## src/rtl/musb_hazard_scoreboard_pkg.sv

```systemverilog
// Shared constants for the hazard scoreboard: forward codes, stall/enable bit indices
// and the LL counter width helper.
package musb_hazard_scoreboard_pkg;

    typedef enum logic [1:0] {
        FWD_NONE = 2'b00,
        FWD_MEM  = 2'b01,
        FWD_WB   = 2'b10
    } fwd_e;

    localparam int ST_IF      = 5;
    localparam int ST_ID      = 4;
    localparam int ST_EX      = 3;
    localparam int ST_EX_UNIT = 2;
    localparam int ST_MEM     = 1;
    localparam int ST_WB      = 0;

    localparam int WE_EX  = 2;
    localparam int WE_MEM = 1;
    localparam int WE_WB  = 0;

    localparam int LD_EX  = 1;
    localparam int LD_MEM = 0;

    localparam int CTL_BRANCH = 2;
    localparam int CTL_JUMP   = 1;
    localparam int CTL_MTC0   = 0;

    localparam int REQ_EX   = 2;
    localparam int REQ_DMEM = 1;
    localparam int REQ_IMEM = 0;

    localparam int EXC_IF  = 3;
    localparam int EXC_ID  = 2;
    localparam int EXC_EX  = 1;
    localparam int EXC_MEM = 0;

    function automatic int ll_cnt_w(input int depth);
        return $clog2(depth) + 1;
    endfunction

endpackage

```

## src/rtl/musb_hazard_scoreboard_if.sv

```systemverilog
// Pipeline-side bundle of the hazard scoreboard; master drives pipeline state, slave is the scoreboard.
interface musb_hazard_scoreboard_if #(parameter int AW = 5, parameter int DEPTH = 4);
    import musb_hazard_scoreboard_pkg::*;
    localparam int CW = ll_cnt_w(DEPTH);

    logic [AW-1:0] id_rs, id_rt, ex_rs, ex_rt;
    logic [AW-1:0] ex_gpr_wa, mem_gpr_wa, wb_gpr_wa;
    logic [2:0]    gpr_we;
    logic [1:0]    mem_to_gpr;
    logic [2:0]    id_ctrl;
    logic [2:0]    unit_req;
    logic [3:0]    exc_stall;
    logic          ll_req;
    logic [AW-1:0] ll_wa;
    logic          ll_done;
    logic [7:0]    forward_sel;
    logic [5:0]    stall;
    logic          ll_accept;
    logic [AW-1:0] ll_head_wa;
    logic [CW-1:0] ll_count;
    logic          ll_err;
    logic [31:0]   perf_stall_cnt;

    modport master (
        output id_rs, id_rt, ex_rs, ex_rt, ex_gpr_wa, mem_gpr_wa, wb_gpr_wa,
               gpr_we, mem_to_gpr, id_ctrl, unit_req, exc_stall, ll_req, ll_wa, ll_done,
        input  forward_sel, stall, ll_accept, ll_head_wa, ll_count, ll_err, perf_stall_cnt
    );

    modport slave (
        input  id_rs, id_rt, ex_rs, ex_rt, ex_gpr_wa, mem_gpr_wa, wb_gpr_wa,
               gpr_we, mem_to_gpr, id_ctrl, unit_req, exc_stall, ll_req, ll_wa, ll_done,
        output forward_sel, stall, ll_accept, ll_head_wa, ll_count, ll_err, perf_stall_cnt
    );
endinterface

```

## src/rtl/musb_ll_scoreboard.sv

```systemverilog
// Long-latency pending-write FIFO with a per-GPR pending bit vector.
// A done on an empty FIFO is dropped and latches the sticky error flag.
module musb_ll_scoreboard #(
    parameter int AW    = 5,
    parameter int DEPTH = 4
) (
    input  logic                     clk,
    input  logic                     rst,
    input  logic                     push,
    input  logic [AW-1:0]            push_wa,
    input  logic                     done,
    output logic                     full,
    output logic [$clog2(DEPTH):0]   count,
    output logic [AW-1:0]            head_wa,
    output logic                     err,
    output logic [(1<<AW)-1:0]       pend
);
    localparam int PW = $clog2(DEPTH);
    localparam int CW = PW + 1;

    logic [AW-1:0]       fifo_q [DEPTH];
    logic [AW-1:0]       fifo_d [DEPTH];
    logic [PW-1:0]       wptr_q, wptr_d, rptr_q, rptr_d;
    logic [CW-1:0]       count_q, count_d;
    logic                err_q, err_d;
    logic [(1<<AW)-1:0]  pend_q, pend_d;
    logic                empty, pop;

    always_comb begin
        empty   = (count_q == '0);
        pop     = done & ~empty;
        full    = (count_q == CW'(DEPTH));
        head_wa = empty ? '0 : fifo_q[rptr_q];
        fifo_d  = fifo_q;
        if (push) fifo_d[wptr_q] = push_wa;
        wptr_d  = push ? wptr_q + 1'b1 : wptr_q;
        rptr_d  = pop ? rptr_q + 1'b1 : rptr_q;
        count_d = count_q + CW'(push) - CW'(pop);
        err_d   = err_q | (done & empty);
        // A new issue to the register being retired keeps it pending.
        pend_d  = pend_q;
        if (pop)  pend_d[head_wa] = 1'b0;
        if (push) pend_d[push_wa] = 1'b1;
    end

    always_ff @(posedge clk) begin
        if (rst) begin
            wptr_q  <= '0;
            rptr_q  <= '0;
            count_q <= '0;
            err_q   <= 1'b0;
            pend_q  <= '0;
        end else begin
            wptr_q  <= wptr_d;
            rptr_q  <= rptr_d;
            count_q <= count_d;
            err_q   <= err_d;
            pend_q  <= pend_d;
        end
    end

    always_ff @(posedge clk) begin
        fifo_q <= fifo_d;
    end

    assign count = count_q;
    assign err   = err_q;
    assign pend  = pend_q;
endmodule

```

## src/rtl/musb_hazard_scoreboard.sv

```systemverilog
// Pipeline hazard unit: forwarding selects, per-stage stalls and LL write tracking.
// Define MUSB_HAZARD_PERF_EN to build the saturating ID-only stall counter.
module musb_hazard_scoreboard #(
    parameter int AW    = 5,
    parameter int DEPTH = 4
) (
    input logic                   clk,
    input logic                   rst,
    musb_hazard_scoreboard_if.slave hz
);
    import musb_hazard_scoreboard_pkg::*;

    logic [(1<<AW)-1:0] pend;
    logic ll_full, ll_acc;
    logic mem_ld, load_use, waw, ll_raw;
    logic st_if, st_id, st_ex, st_ex_unit, st_mem, ex_base;
    logic br_hit_rs, br_hit_rt;
    logic unused_ex_ld;

    function automatic logic [1:0] fwd_code(input logic [AW-1:0] r, input logic [AW-1:0] mwa,
                                            input logic mwe, input logic mld,
                                            input logic [AW-1:0] wwa, input logic wwe);
        if (r == '0) return FWD_NONE;
        if (mwe && !mld && mwa == r) return FWD_MEM;
        if (wwe && wwa == r) return FWD_WB;
        return FWD_NONE;
    endfunction

    always_comb begin
        mem_ld   = hz.gpr_we[WE_MEM] & hz.mem_to_gpr[LD_MEM];
        hz.forward_sel = {
            fwd_code(hz.id_rs, hz.mem_gpr_wa, hz.gpr_we[WE_MEM], hz.mem_to_gpr[LD_MEM], hz.wb_gpr_wa, hz.gpr_we[WE_WB]),
            fwd_code(hz.id_rt, hz.mem_gpr_wa, hz.gpr_we[WE_MEM], hz.mem_to_gpr[LD_MEM], hz.wb_gpr_wa, hz.gpr_we[WE_WB]),
            fwd_code(hz.ex_rs, hz.mem_gpr_wa, hz.gpr_we[WE_MEM], hz.mem_to_gpr[LD_MEM], hz.wb_gpr_wa, hz.gpr_we[WE_WB]),
            fwd_code(hz.ex_rt, hz.mem_gpr_wa, hz.gpr_we[WE_MEM], hz.mem_to_gpr[LD_MEM], hz.wb_gpr_wa, hz.gpr_we[WE_WB])
        };
        load_use = mem_ld & (hz.mem_gpr_wa != '0) &
                   ((hz.ex_rs == hz.mem_gpr_wa) | (hz.ex_rt == hz.mem_gpr_wa));
        waw      = hz.gpr_we[WE_EX] & (hz.ex_gpr_wa != '0) & pend[hz.ex_gpr_wa];
        ll_raw   = ((hz.id_rs != '0) & pend[hz.id_rs]) | ((hz.id_rt != '0) & pend[hz.id_rt]);

        st_mem     = hz.unit_req[REQ_DMEM] | hz.exc_stall[EXC_MEM];
        st_ex_unit = st_mem | load_use | hz.exc_stall[EXC_EX];
        ex_base    = st_ex_unit | hz.unit_req[REQ_EX] | waw;
        // Refused LL issue stalls EX on top of the other EX causes; accept never sees its own stall.
        ll_acc     = hz.ll_req & ~ll_full & ~ex_base;
        st_ex      = ex_base | (hz.ll_req & ll_full);
        st_if      = hz.unit_req[REQ_IMEM] | hz.exc_stall[EXC_IF];

        br_hit_rs  = (hz.id_rs != '0) & ((hz.gpr_we[WE_EX] & (hz.ex_gpr_wa == hz.id_rs)) |
                                         (mem_ld & (hz.mem_gpr_wa == hz.id_rs)));
        br_hit_rt  = (hz.id_rt != '0) & ((hz.gpr_we[WE_EX] & (hz.ex_gpr_wa == hz.id_rt)) |
                                         (mem_ld & (hz.mem_gpr_wa == hz.id_rt)));
        st_id      = st_ex
                   | (hz.id_ctrl[CTL_MTC0] & (hz.id_rt == hz.ex_gpr_wa))
                   | (hz.id_ctrl[CTL_BRANCH] & (br_hit_rs | br_hit_rt))
                   | hz.exc_stall[EXC_ID]
                   | (st_if & (hz.id_ctrl[CTL_BRANCH] | hz.id_ctrl[CTL_JUMP]))
                   | ll_raw;

        hz.stall     = {st_if, st_id, st_ex, st_ex_unit, st_mem, st_mem};
        hz.ll_accept = ll_acc;
    end

    assign unused_ex_ld = hz.mem_to_gpr[LD_EX];

    musb_ll_scoreboard #(.AW(AW), .DEPTH(DEPTH)) u_ll (
        .clk     (clk),
        .rst     (rst),
        .push    (ll_acc),
        .push_wa (hz.ll_wa),
        .done    (hz.ll_done),
        .full    (ll_full),
        .count   (hz.ll_count),
        .head_wa (hz.ll_head_wa),
        .err     (hz.ll_err),
        .pend    (pend)
    );

`ifdef MUSB_HAZARD_PERF_EN
    logic [31:0] perf_q, perf_d;

    always_comb begin
        perf_d = perf_q;
        if (st_id && !st_ex && perf_q != 32'hFFFF_FFFF) perf_d = perf_q + 32'd1;
    end

    always_ff @(posedge clk) begin
        if (rst) perf_q <= '0;
        else     perf_q <= perf_d;
    end

    assign hz.perf_stall_cnt = perf_q;
`else
    assign hz.perf_stall_cnt = '0;
`endif
endmodule

```

## src/flat_wrapper.sv

```systemverilog
// flat-port wrapper written by rule: the top's interface ports become plain ports
module musb_hazard_scoreboard_flat import musb_hazard_scoreboard_pkg::*;
#(
    parameter int AW    = 5,
    parameter int DEPTH = 4
)
  (clk, rst, hz_id_rs, hz_id_rt, hz_ex_rs, hz_ex_rt, hz_ex_gpr_wa, hz_mem_gpr_wa, hz_wb_gpr_wa, hz_gpr_we, hz_mem_to_gpr, hz_id_ctrl, hz_unit_req, hz_exc_stall, hz_ll_req, hz_ll_wa, hz_ll_done, hz_forward_sel, hz_stall, hz_ll_accept, hz_ll_head_wa, hz_ll_count, hz_ll_err, hz_perf_stall_cnt);
  musb_hazard_scoreboard_if #(.AW(AW), .DEPTH(DEPTH)) hz_i ();
  input logic clk;
  input logic rst;
  input wire logic [$bits(hz_i.id_rs)-1:0] hz_id_rs;
  input wire logic [$bits(hz_i.id_rt)-1:0] hz_id_rt;
  input wire logic [$bits(hz_i.ex_rs)-1:0] hz_ex_rs;
  input wire logic [$bits(hz_i.ex_rt)-1:0] hz_ex_rt;
  input wire logic [$bits(hz_i.ex_gpr_wa)-1:0] hz_ex_gpr_wa;
  input wire logic [$bits(hz_i.mem_gpr_wa)-1:0] hz_mem_gpr_wa;
  input wire logic [$bits(hz_i.wb_gpr_wa)-1:0] hz_wb_gpr_wa;
  input wire logic [$bits(hz_i.gpr_we)-1:0] hz_gpr_we;
  input wire logic [$bits(hz_i.mem_to_gpr)-1:0] hz_mem_to_gpr;
  input wire logic [$bits(hz_i.id_ctrl)-1:0] hz_id_ctrl;
  input wire logic [$bits(hz_i.unit_req)-1:0] hz_unit_req;
  input wire logic [$bits(hz_i.exc_stall)-1:0] hz_exc_stall;
  input wire logic [$bits(hz_i.ll_req)-1:0] hz_ll_req;
  input wire logic [$bits(hz_i.ll_wa)-1:0] hz_ll_wa;
  input wire logic [$bits(hz_i.ll_done)-1:0] hz_ll_done;
  output wire logic [$bits(hz_i.forward_sel)-1:0] hz_forward_sel;
  output wire logic [$bits(hz_i.stall)-1:0] hz_stall;
  output wire logic [$bits(hz_i.ll_accept)-1:0] hz_ll_accept;
  output wire logic [$bits(hz_i.ll_head_wa)-1:0] hz_ll_head_wa;
  output wire logic [$bits(hz_i.ll_count)-1:0] hz_ll_count;
  output wire logic [$bits(hz_i.ll_err)-1:0] hz_ll_err;
  output wire logic [$bits(hz_i.perf_stall_cnt)-1:0] hz_perf_stall_cnt;
  assign hz_i.id_rs = hz_id_rs;
  assign hz_i.id_rt = hz_id_rt;
  assign hz_i.ex_rs = hz_ex_rs;
  assign hz_i.ex_rt = hz_ex_rt;
  assign hz_i.ex_gpr_wa = hz_ex_gpr_wa;
  assign hz_i.mem_gpr_wa = hz_mem_gpr_wa;
  assign hz_i.wb_gpr_wa = hz_wb_gpr_wa;
  assign hz_i.gpr_we = hz_gpr_we;
  assign hz_i.mem_to_gpr = hz_mem_to_gpr;
  assign hz_i.id_ctrl = hz_id_ctrl;
  assign hz_i.unit_req = hz_unit_req;
  assign hz_i.exc_stall = hz_exc_stall;
  assign hz_i.ll_req = hz_ll_req;
  assign hz_i.ll_wa = hz_ll_wa;
  assign hz_i.ll_done = hz_ll_done;
  assign hz_forward_sel = hz_i.forward_sel;
  assign hz_stall = hz_i.stall;
  assign hz_ll_accept = hz_i.ll_accept;
  assign hz_ll_head_wa = hz_i.ll_head_wa;
  assign hz_ll_count = hz_i.ll_count;
  assign hz_ll_err = hz_i.ll_err;
  assign hz_perf_stall_cnt = hz_i.perf_stall_cnt;
  musb_hazard_scoreboard #(.AW(AW), .DEPTH(DEPTH)) u_core (.clk(clk), .rst(rst), .hz(hz_i));
endmodule
```

## config.mk

```make
export PLATFORM = sky130hd
export DESIGN_NAME = musb_hazard_scoreboard_flat
export DESIGN_NICKNAME = d
export VERILOG_FILES = /design/src/rtl/musb_hazard_scoreboard_pkg.sv /design/src/rtl/musb_hazard_scoreboard_if.sv /design/src/rtl/musb_ll_scoreboard.sv /design/src/rtl/musb_hazard_scoreboard.sv /design/src/flat_wrapper.sv
export SDC_FILE = /design/constraint.sdc
export NUM_CORES = 1
export LEC_CHECK = 0
export CAP_MARGIN = 10
export CORE_ASPECT_RATIO = 1.5
export CORE_UTILIZATION = 50
export CTS_CLUSTER_DIAMETER = 40
export CTS_CLUSTER_SIZE = 10
export DETAILED_ROUTE_END_ITERATION = 10
export PLACE_DENSITY = 0.8
export SLEW_MARGIN = 20
export SYNTH_ARGS = -nofsm -noshare
export SYNTH_HDL_FRONTEND = slang
export SYNTH_HIERARCHICAL = 1
export SYNTH_SLANG_ARGS = --single-unit
```

## constraint.sdc

```tcl
create_clock -name clk -period 3.6 [get_ports clk]
set_input_delay 0.36 -clock clk [delete_from_list [all_inputs] [get_ports clk]]
set_output_delay 0.36 -clock clk [all_outputs]
set_load 0.05 [all_outputs]
```

After elaboration in Yosys (flattened, before gate mapping)
Index checks and enable logic that the tools add are counted.

Output and inout bits: 56. ROM bits: 0. Memories kept: 0. Bits in registers: 60. Logic and storage cells: 174. Bits in latches: 0. RAM bits: 0. Input port bits: 59.

Eq/ne operators: 14. Multipliers: 0. Div/mod/pow operators: 0. Reduce and logical (&&, ||, !) cells: 22. Shifts and indexed selects: 0. Add/subtract/negate cells: 4. Order comparisons: 10. Bitwise logic cells: 48. Multiplexer cells: 67.

Operators with widths (number): $eq A5 B5 Y1 (13); $mux W32 (2); $mux W2 (24); $and A32 B32 Y32 (1); $not A32 Y32 (1); $or A32 B32 Y32 (1); $lt A5 B6 Y1 const B (5); $mux W1 (29); $and A1 B1 Y1 (21); $bwmux W20 (1); $logic_not A5 Y1 (4); $mux W5 (4); $reduce_bool A5 Y1 (4); $or A1 B1 Y1 (19); $bmux W1 S5 (3); $logic_and A1 B1 Y1 (12); $bmux W5 S2 (1); $demux W1 S5 (2); $demux W5 S2 (1); $ge A5 B1 Y1 const B (2); $ge A3 B3 Y1 const B (2); $not A2 Y3 (2); $add A2 B1 Y2 const B (2); $add A3 B1 Y3 (1); other kinds (6) (8).

Logic depth before layout (Yosys ltp)
Gate-level depths: netlist of the first run.

Depth after elaboration: 14. Gate-level depth with buffers: 13. Gate-level depth less buffers: 12.

By module
The synthesis of the first run kept the hierarchy.

Modules (own cells, without submodules): musb_ll_scoreboard (cells each 284, seq. area each 1401.3 um2, area each 2987.9 um2, times used 1); musb_hazard_scoreboard (cells each 231, seq. area each 0.0 um2, area each 1995.7 um2, times used 1).

Worst setup path before layout of the first run
OpenSTA, ideal clock, no wires.

Path type: in2reg. Start: input port hz_ex_gpr_wa[0]. End: register u_core.u_ll.pend_q[16] (netlist: u_core/u_ll/pend[16]). Arrival time: 3340 ps. Required time: 3526 ps. Stages on the path: 12. Setup time: 74 ps. Path buffers: 3. Path slack: 186 ps. Path through: buf_6 -> mux4_1 -> mux2_2 -> nor3b_2 -> a311oi_1 -> o21ai_1 -> and4b_1 -> buf_2 -> nor4b_2 -> clkbuf_1 -> a21oi_1 -> a31oi_1.

Word-level cells in the longest chain between the ends: 7. Elaborated cells on any way between the ends: 9. Those cells by class: mux (3); bitwise (5); reduce/logical (1).

Ends and longest elaborated chain: from (decl) (RTL line flat_wrapper.sv:15) `input wire logic [$bits(hz_i.ex_gpr_wa)-1:0] hz_ex_gpr_wa;`; $bmux W1 S5 / $reduce_bool A5 Y1 (equally long branches) (RTL line musb_hazard_scoreboard.sv:39) `waw = hz.gpr_we[WE_EX] & (hz.ex_gpr_wa != '0) & pend[hz.ex_gpr_wa];`; $mux W1 (implied by the code) / $and A1 B1 Y1 (equally long branches) (RTL line musb_hazard_scoreboard.sv:39); $and A1 B1 Y1 * (RTL line musb_hazard_scoreboard.sv:39); $or A1 B1 Y1 * (RTL line musb_hazard_scoreboard.sv:44) `ex_base = st_ex_unit | hz.unit_req[REQ_EX] | waw;`; $not A1 Y1 * (RTL line musb_hazard_scoreboard.sv:46) `ll_acc = hz.ll_req & ~ll_full & ~ex_base;`; $and A1 B1 Y1 * (RTL line musb_hazard_scoreboard.sv:46); via hz_ll_accept (RTL line flat_wrapper.sv:28) `output wire logic [$bits(hz_i.ll_accept)-1:0] hz_ll_accept;`; $mux W32 * (RTL line musb_ll_scoreboard.sv:43) `if (push) pend_d[push_wa] = 1'b1;`; to (signal assigned) (RTL line musb_ll_scoreboard.sv:58) `pend_q <= pend_d;`; to (decl) (RTL line musb_ll_scoreboard.sv:26) `logic [(1<<AW)-1:0] pend_q, pend_d;`.

Mark *: on every way through the listed nets, which the timed path passes. The rest lies on a longest branch. The select of a mux whose other input is x is not followed. A chain may end at the register's enable or synchronous reset.

Worst setup path in the final report of the first run
Start: input port hz_ex_gpr_wa[0]. End: register u_core.u_ll.pend_q[30] (netlist: u_core/u_ll/pend[30]).

Word-level cells in the longest chain between the ends: 7. Elaborated cells on any way between the ends: 9. Those cells by class: mux (3); bitwise (5); reduce/logical (1).

Ends and longest elaborated chain (RTL line): $bmux W1 S5 / $reduce_bool A5 Y1 (equally long branches) (musb_hazard_scoreboard.sv:39); $mux W1 (implied by the code) / $and A1 B1 Y1 (equally long branches) (musb_hazard_scoreboard.sv:39); $and A1 B1 Y1 * (musb_hazard_scoreboard.sv:39); $or A1 B1 Y1 * (musb_hazard_scoreboard.sv:44); $not A1 Y1 * (musb_hazard_scoreboard.sv:46); $and A1 B1 Y1 * (musb_hazard_scoreboard.sv:46); $mux W32 * (musb_ll_scoreboard.sv:43).

Mark *: on every way between the ends. The rest lies on a longest branch, timed or not. The select of a mux whose other input is x is not followed.

==> metrics.cfg, run 1 <==
[clock_tree]
post-cts-setup-buffers = 0
clock_insertion_delay_worst_skew_ns = 0.32
clock_sink_count = 60
htree_levels = 3
clkSlewWorstSetupHoldPaths_ns = 0.05
cts_buffers = 9
clock_root_buffer = clkbuf_16
cts_tree = done
post_cts.resized_instances = 0
ctsHoldBuffers = 0
cts.path.max_buffers = 2

[finish]
num_antenna_cells = 0
fin_nets = 637
fillerInstances = 780
multiInputGateArea_sq_um = 3144
layout-drive-gt1-share = 0.1597
layout-area-overhead-vs-synth_pct = 21.24
postLayoutCoreUtil = 0.6236
finalInstanceArea_sq_um = 6042
regArea_sq_um = 1401

[critical_path]
setup.worst_path.end_class = flop
crit_path_max_incr_delay_ns = 0.67
critical_path.slowest_cell = clkdlybuf4s50_1
cp_num_buf_inv = 2
critPathMaxFanout = 14
criticalPathCategory = in2reg
worstPathArrival_ns = 3.69
critPathRequiredTime_ns = 3.83
rrSetupSlack_ns = 0.61
worst_r2r_endpoint = u_core/u_ll/pend[30]
worst_reg2reg_startpoint = u_core/u_ll/pend[17]
crit_path_start_kind = primary input
number_of_cell_instances_on_the_worst_register_to_register_path = 10
family_with_the_most_delay_on_the_worst_path = simple AND/OR/NAND/NOR gates
critical_path.cell_chain = clkdlybuf4s50_1 -> mux4_1 -> mux2_2 -> nor3b_2 -> a311oi_1 -> o21ai_1 -> and4b_1 -> buf_4 -> and4bb_2 -> nand2_1 -> a41oi_1

[logic_synthesis]
ys_seq_elements = 60
prevailing_post_synth_register_cell = dfxtp_1
area_contributors_post_synth = dfxtp_1, edfxtp_1, mux4_2
syn-mean-instance-area_sq_um = 9.677
yosysWarningCount = 6
netlist-cell-type-count = 67
netlist.area_leader.share = 0.1607
synth_enable_flop_cells = 20
async_flop_share = 0
synth_seq_area_share = 0.2812
postSynthCellCount = 515
synth.largest_area_cell = dfxtp_1
synthesized_cell_area_sq_um = 4984

[sta]
final_hold_viol_count = 0
maxSlewViolCount = 0
timing.final.setup_violations = 0
timing.final.crit_share = 0.9629
max_freq_ghz = 0.2885
finalWorstSetupSlack_ns = 0.1335
setup_tns_ns = 0
timing.clock.skew_ns = 0.007122
headroom_to_the_max_slew_limit = 0.3891
final_critical_delay_including_setup_and_external_delays_ns = 3.467
tightest_slew_ns = 0.9144
setup_repair_after_global_routing_missed_its_margin = no

[placement]
post_dp_cell_area_sq_um = 5723
placement.io_buffers = 81
gpl_congestion = 0.8791
dp_hpwl_microns = 9594
place_ws_ns = -0.1355

[global_route]
groute.usage.overall = 0.2484
grt_pass1_vias = 4146
global_route.overflow_total = 0
antenna_violations_before_repair = 0
grt_first_pass_wirelength_microns = 20560
grt_start_max_net_pins = 31

[floorplan]
row_count = 44
placeableCoreArea_sq_um = 9689
i_o_pin_count = 115
die_area_sq_um = 10380
floorplan.die.width_microns = 83.52
die_y_microns = 124.3
initial_core_util = 0.5143

[route]
antenna_violating_nets_post_route = 0
wire_per_inst_microns = 18.67
num_vias = 4229
vias_per_cell = 6.120
drc = 0
routed_wl_microns = 12900
initialDrtViolationCount = 259
firstDrtPassIters = 5

[worst_hold_path]
hold_path_depth = 2
worstHoldEndpoint = u_core/u_ll/err
hp-start = u_core/u_ll/err
worst_hold_path_type = reg2reg

[power_and_ir_drop]
power.ir.vdd_worst_v = 0.0005303
totalPowerFinal_mw = 2.802
power.static_leakage_nw = 2.148
power-per-cell-area_nw_per_um2 = 463.8

[status]
status = finished, final reports clean

[flow_run]
count_of_max_cap_constraint_violations = 0

## layout by cell type (no fill, tap or decap), types with 8 or more instances in the layout
cell             count
xor2_1              22
nor2b_1             32
nand2_1             26
edfxtp_1            20
nor3_1              10
dfxtp_1             40
a41oi_1             10
clkbuf_16            9
nor2_1              17
a21oi_1             52
conb_1              32
mux4_2              24
a31oi_1             15
buf_4               23
xnor2_1             30
inv_1                8
clkdlybuf4s50_1     77
mux2i_1              9
## flip-flops by register name (all words and copies together), names as in the netlist
signal              count
u_core/u_ll/err         1
u_core/u_ll/count       3
u_core/u_ll/wptr_q      2
u_core/u_ll/pend       32
u_core/u_ll/fifo_q     20
u_core/u_ll/rptr_q      2
## worst min-delay path, delay by kind of cell (launching register included)
family           cells  cell delay, ns
AO/OA/AOI/OAI        1            0.04
flip-flops           1            0.32
AND/OR/NAND/NOR      1            0.08
## how the worst max path moves through the flow
stage / slack (ns) / to / cells past startpoint / from
after CTS: 0.19 / u_core/u_ll/count[2] / 13 / hz_ex_gpr_wa[0]
after detailed placement: -0.14 / u_core/u_ll/count[2] / 13 / hz_ex_gpr_wa[0]
after global placement: -0.04 / u_core/u_ll/count[2] / 13 / hz_ex_gpr_wa[0]
after floorplan: 0.19 / u_core/u_ll/pend[16] / 12 / hz_ex_gpr_wa[0]
after global routing: 0.05 / u_core/u_ll/pend[30] / 11 / hz_ex_gpr_wa[0]
final: 0.13 / u_core/u_ll/pend[30] / 11 / hz_ex_gpr_wa[0]
## power by group
part           switching, mW  internal (mW)
clock                  0.277          0.622
combinational          0.707          0.417
sequential            0.0502          0.729
## cell families (layout without fill, tap and decap cells)
group                      count (synthesis)  in the layout  synth area share
xor gates and xnor gates                  52             52           0.09139
buffers and inverters                     97            127            0.1112
other                                      1             32         0.0007525
adders and majority gates                  7              7           0.01908
DFF                                       60             60            0.2812
and+or+nand+nor                          157            157            0.2099
AOI/OAI and AO/OA                        101            101            0.1321
muxes                                     40             40            0.1544
## synthesized netlist by cell type (3+ instances only)
cell type / n
buf_2: 10
nor2_1: 17
inv_1: 8
mux4_1: 4
a311oi_1: 6
nor4_1: 5
nor4b_4: 3
clkbuf_1: 28
ha_1: 6
mux2i_1: 9
a41oi_1: 10
nor3_1: 10
a31oi_1: 15
a21oi_1: 52
or4_1: 5
buf_6: 4
nor3b_1: 4
dfxtp_1: 40
edfxtp_1: 20
o21ai_0: 3
nand4_1: 4
xnor2_1: 30
mux2_2: 3
buf_4: 39
buf_1: 7
and4bb_2: 3
nand2_1: 26
nor2b_1: 32
nand3_1: 6
and2_1: 7
a41oi_2: 4
and2b_1: 4
and3b_1: 3
xor2_1: 22
mux4_2: 24
## per-layer routing
layer / global-route usage / part of all wire / vias up
met4: 0.1416 / 0.040 / 0
met5: 0 / 0 / -
met2: 0.4605 / 0.55 / 220
met1: 0.2575 / 0.35 / 2025
li1: - / - / 1942
met3: 0.04639 / 0.062 / 42
## final cells by class
type                    count  share of cell area
clock inverters             4             0.01201
clock buffers              12             0.04080
repair buffers            103              0.1661
well taps                 115             0.02381
flip-flops and latches     60              0.2319
multi-input cells         389              0.5204
inverters                   8            0.004970
## per-stage QoR
stage / cells / hold WS [ns]
after CTS: 691 / 0.4832
after detailed placement: 675 / 0.4716
final: 691 / 0.4890
after global routing: 691 / 0.5339
after floorplan: 546 / 0.4589
after global placement: 675 / 0.4568
Note: power is estimated with default switching activity, not from simulation.
==> inputs of run 2 (changes only) <==
- CORE_MARGIN: not set -> 2
- CTS_BUF_LIST: not set -> sky130_fd_sc_hd__clkbuf_8
==> metrics.cfg, run 2 (synthesis gave the netlist of run 1 again) <==
[critical_path]
worst_r2r_endpoint = u_core/u_ll/count[2]
critPathRequiredTime_ns = 3.85
crit_path_end = u_core/u_ll/count[2]
worstPathArrival_ns = 3.54
criticalPathCategory = in2reg
crit_path_start_kind = primary input
critPathMaxFanout = 3
worst_reg2reg_startpoint = u_core/u_ll/pend[25]
crit_start = hz_ex_gpr_wa[0]
number_of_cell_instances_on_the_worst_register_to_register_path = 12
setup.worst_path.end_class = flop
rrSetupSlack_ns = 0.67

[clock_tree]
cts_tree = done
clock_insertion_delay_worst_skew_ns = 0.33
clkSlewWorstSetupHoldPaths_ns = 0.06
post-cts-setup-buffers = 0
post_cts.resized_instances = 0
htree_levels = 3
cts_buffers = 9
ctsHoldBuffers = 0
clock_sink_count = 60
clock_root_buffer = clkbuf_8
cts.path.max_buffers = 2

[status]
status = finished, final reports clean

[route]
firstDrtPassIters = 6
antenna_violating_nets_post_route = 0
vias_per_cell = 6.151
num_vias = 4269
initialDrtViolationCount = 300
wire_per_inst_microns = 18.82
routed_wl_microns = 13060
drc = 0

[sta]
finalWorstSetupSlack_ns = 0.3087
final_critical_delay_including_setup_and_external_delays_ns = 3.291
setup_tns_ns = 0
final_hold_viol_count = 0
timing.clock.skew_ns = 0.005669
setup_repair_after_global_routing_missed_its_margin = no
max_freq_ghz = 0.3038
timing.final.crit_share = 0.9143
tightest_slew_ns = 0.9451
timing.final.setup_violations = 0
headroom_to_the_max_slew_limit = 0.3680
maxSlewViolCount = 0

[floorplan]
floorplan.die.width_microns = 85.52
i_o_pin_count = 115
placeableCoreArea_sq_um = 9689
row_count = 44
die_y_microns = 126.3
die_area_sq_um = 10800
initial_core_util = 0.5143

[global_route]
globalRouteMet1Util = 0.2579
gr-usage-met3 = 0.03539
groute.usage.overall = 0.2387
antenna_violations_before_repair = 0
grt_start_max_net_pins = 31
global_route.overflow_total = 0
grt_pass1_vias = 4315
grt-busiest-layer = met2
use_met2 = 0.4416
grt_first_pass_wirelength_microns = 20670

[placement]
placement.io_buffers = 81
gpl_congestion = 0.9091
place_ws_ns = 0.01112
dp_hpwl_microns = 9811

[power_and_ir_drop]
power-per-cell-area_nw_per_um2 = 406.8
seq_power_share = 0.324
power.static_leakage_nw = 2.093
switching_power_share_of_the_total = 0.4222
power.ir.vdd_worst_v = 0.0004037
fraction_of_power_consumed_by_the_clock_network = 0.203
power.combinational.fraction = 0.472
switching_power_mw = 1.012
power_report.internal_total_mw = 1.385

[finish]
multiInputGateArea_sq_um = 3144
final_cell_mix = clkdlybuf4s50_1, a21oi_1, dfxtp_1
regArea_sq_um = 1401
fin_nets = 640
largest_register_ffs = 32
num_antenna_cells = 0
layout-area-overhead-vs-synth_pct = 18.25
commonest_non_fill_non_tap_cell_in_the_layout = clkdlybuf4s50_1
layout-drive-gt1-share = 0.1623
fillerInstances = 806

[worst_hold_path]
hold_path_depth = 2
worst_hold_path_type = reg2reg

[flow_run]
count_of_max_cap_constraint_violations = 0

## run 2: cell count changes in the layout (fill, tap and decap cells not counted), moves of 2 or more
cell,previous run,this run
clkbuf_1,2,0
bufinv_16,2,0
clkbuf_16,9,0
buf_4,23,27
clkbuf_8,1,9
inv_1,8,10
## run 2: how the worst min path moves through the flow
stage	from	endpoint	slack [ns]
6_report	u_core/u_ll/err	u_core/u_ll/err	0.47
5_1_grt	u_core/u_ll/err	u_core/u_ll/err	0.51
4_1_cts	u_core/u_ll/err	u_core/u_ll/err	0.48
3_5_place_dp	u_core/u_ll/err	u_core/u_ll/err	0.46
3_3_place_gp	u_core/u_ll/err	u_core/u_ll/err	0.46
2_1_floorplan	hz_ll_wa[0]	u_core/u_ll/fifo_q[0]	0.46
## run 2: critical path, cell delays in order
cell	delay (ns)
clkdlybuf4s50_1	0.59
mux4_1	0.60
mux2_2	0.30
nor3b_2	0.15
a311oi_1	0.06
o21ai_1	0.14
and4b_1	0.31
ha_1	0.17
inv_1	0.05
fa_1	0.38
xor2_1	0.17
and2_1	0.16
nor3_1	0.12
## run 2: through the flow
stage / util / hold slack (ns) / total power, mW / instance area, sq um / cells
after global placement: 0.5917 / 0.4550 / 1.884 / 5733 / 678
after detailed placement: 0.5917 / 0.4620 / 1.917 / 5733 / 678
after floorplan: - / 0.4589 / 1.633 / 5100 / 546
final: 0.6082 / 0.4687 / 2.397 / 5893 / 694
after CTS: 0.6082 / 0.4763 / 2.406 / 5893 / 694
after global routing: 0.6082 / 0.5076 / 2.515 / 5893 / 694
## run 2: cell type report
type	count	share of cell area
multi-input combinational	389	0.5335
sequential	60	0.2378
timing repair buffer	106	0.1720
tap	115	0.02442
clock buffer	9	0.02102
clock inverter	7	0.006157
inverter	8	0.005096
## run 2: power by group through the flow
stage / Clock [mW] / Sequential [mW] / Combinational [mW]
CTS: 0.498 / 0.779 / 1.13
global placement: 0 / 0.791 / 1.09
floorplan: 0 / 0.833 / 0.800
finish: 0.487 / 0.778 / 1.13
detailed placement: 0 / 0.794 / 1.12
global route: 0.530 / 0.788 / 1.20
## run 2: metal layers
layer / vias to the layer above / wire, microns / part of all wire
met2: 251 / 6981 / 0.53
met4: 0 / 518 / 0.040
li1: 1949 / - / -
met3: 41 / 987 / 0.076
met1: 2028 / 4574 / 0.35
met5: - / 0 / 0
==> edit, RTL diff (flow settings as in run 1) <==
Add a define of `MUSB_HAZARD_PERF_EN`.
--- a/src/rtl/musb_hazard_scoreboard.sv
+++ b/src/rtl/musb_hazard_scoreboard.sv
@@ -2,2 +2,4 @@
 // Define MUSB_HAZARD_PERF_EN to build the saturating ID-only stall counter.
+`define MUSB_HAZARD_PERF_EN
+
 module musb_hazard_scoreboard #(
Check against the original RTL: not equivalent (Yosys sat finds a counterexample within 4 cycles, from zero or initial values and one cycle with rst high).
==> edit against run 1 <==
Non-clock buffer count is 40 higher; clock skew is 0.0054 ns higher; final area is 35% higher; clock power is 1% lower; routed wire length is 41% higher; sequential power is 45% higher; area after synthesis is 32% higher; sequential cell count is 32 higher; first-iteration DRC count is 94% higher; total power is 11% higher; worst setup slack better by 0.042 ns; critical path depth is 2 lower; register-to-register slack worse by 0.27 ns; final cell count is 37% higher.
==> edit: results (changes against run 1) <==
- Status: finished clean
- Via-to-Cell Ratio: 6.35 (+3.8%)
- Clock Latency Late Sink: 0.35 ns (+0.03 ns)
- Area fraction in compound gates after synthesis: 12.1% (-1.1 points)
- Initial DRC Count: 502 (+94%)
- # port buffers: 113 (+40%)
- Clock Skew: 0.0125 ns (+0.00537 ns)
- Synth Area in XOR/XNOR: 7.08% (-2.1 points)
- Final HPWL DP: 12,900 um (+35%)
- Worst relative slew slack: 31.6% (-7.3 points)
- Post-DP Area: 7780 sq um (+36%)
- LEAKAGE: 2.80 nW (+30%)
- Antenna violations before repair: 0 (unchanged)
- Worst path max stage delay: 0.59 ns (-0.08 ns)
- First-pass GRT wire length: 28,600 um (+39%)
- Mapped Cells: 710 (+38%)
- Ranking of synthesized cells by area: dfxtp_1 22%, mux4_2 9.3%, edfxtp_1 9.2%, nor2b_1 4.9%, a21oi_1 4.7%
- Post-synthesis mux area share: 14.9% (-0.51 points)
- R2r worst-path depth: 12 (+2)
- Top cells by count, synth: 72 x dfxtp_1, 62 x a21oi_1, 51 x nor2b_1, 48 x clkbuf_1, 44 x nor2_1
- Fillers: 1,021 (+31%)
- FF-to-FF Start: u_core/u_ll/pend[15]
- # placed instances: 929 (+38%)
- Nets: 854 (+34%)
- H-tree depth: 3 (unchanged)
- Tot GR Track Use: 26.8% (+1.9 points)
- Drt first pass iters: 6 (+1)
- Final Core Density: 64.4% (+2.0 points)
- Critical path fanouts, max: 13 (-1)
- Largest net degree at the start of global routing: 58 (+87%)
- DR vias: 6,020 (+42%)
- Gpl congestion: 0.924 (+5.1%)
- CTS root buf: clkbuf_16
- Max VDD drop: 862 uV (+63%)
- R2R setup slack: 0.34 ns (-0.27 ns)
- Routed len/inst: 19.2 um (+2.7%)
- Pre-CTS WS: -0.164 ns (-0.0280 ns)
- Share of layout cells above drive strength 1: 13.9% (-2.1 points)
- Row count: 50 (+14%)
- Unique masters post-synth: 69 (+3.0%)
[edit: cell count changes in the layout (fill, tap and decap cells not counted), moves of 22 or more]
cell             delta
clkdlybuf4s50_1    +30
dfxtp_1            +32
conb_1             -32
nor2_1             +26
nor4_1             +22
mux2_1             +22
[edit: worst register-to-register path, stage by stage (launching register included)]
cell and delay, ns:
dfxtp_1 0.36, mux4_2 0.48, mux4_2 0.52, nor2_2 0.14, a311oi_2 0.06, nor4_4 0.39
and3b_2 0.26, ha_1 0.15, inv_1 0.05, fa_2 0.33, xor2_1 0.15, and2_1 0.18
nor3_2 0.12
[edit: cell type report]
cell class                      count  share of cell area [%]
Multi-Input combinational cell    530                    51.1
Sequential cell                    92                    25.1
Timing Repair Buffer              143                    17.5
Clock buffer                       10                    2.81
Tap cell                          156                    2.40
Clock inverter                      6                   0.584
Inverter                           11                   0.507
[edit: how the worst max path moves through the flow]
| stage | to | slack (ns) | cells past startpoint |
|---|---|---|---|
| after global placement | u_core/u_ll/count[2] | -0.08 | 14 |
| after CTS | u_core/u_ll/count[2] | 0.17 | 14 |
| after floorplan | u_core/u_ll/pend[16] | 0.14 | 12 |
| final | hz_ll_accept | 0.18 | 9 |
| after global routing | u_core/u_ll/count[2] | 0.06 | 13 |
| after detailed placement | u_core/u_ll/count[2] | -0.16 | 14 |
[edit: what timing repair did]
item	CTS	global route
resized for setup	0	16
buffers inserted	0	2
setup endpoints to repair	0	9
[edit: per-layer routing]
metal,up-vias,wire length [um],GRT usage [%]
met4,0,708,14.4
met2,268,9360,46.8
met5,-,0,0
met1,2911,6880,30.9
li1,2787,-,-
met3,54,1230,3.95
[edit: cell families (layout without fill, tap and decap cells)]
kind of cell / after synthesis / after routing
muxes: 61 / 61
buffers and inverters: 88 / 170
and+or+nand+nor: 286 / 286
DFF: 92 / 92
AOI/OAI and AO/OA: 122 / 122
xor gates and xnor gates: 53 / 53
adders and majority gates: 8 / 8
[edit: power breakdown]
| part | leakage [nW] | switching (mW) | internal, mW |
|---|---|---|---|
| combinational | 1.91 | 0.677 | 0.421 |
| sequential | 0.761 | 0.0526 | 1.08 |
| clock | 0.130 | 0.410 | 0.475 |
| total | 2.80 | 1.14 | 1.98 |
[edit: through the flow]
step / setup TNS (ns) / hold WS [ns]
CTS: 0 / 0.500
global route: 0 / 0.534
detailed placement: -2.14 / 0.480
finish: 0 / 0.495
global placement: -0.0843 / 0.460
floorplan: 0 / 0.459
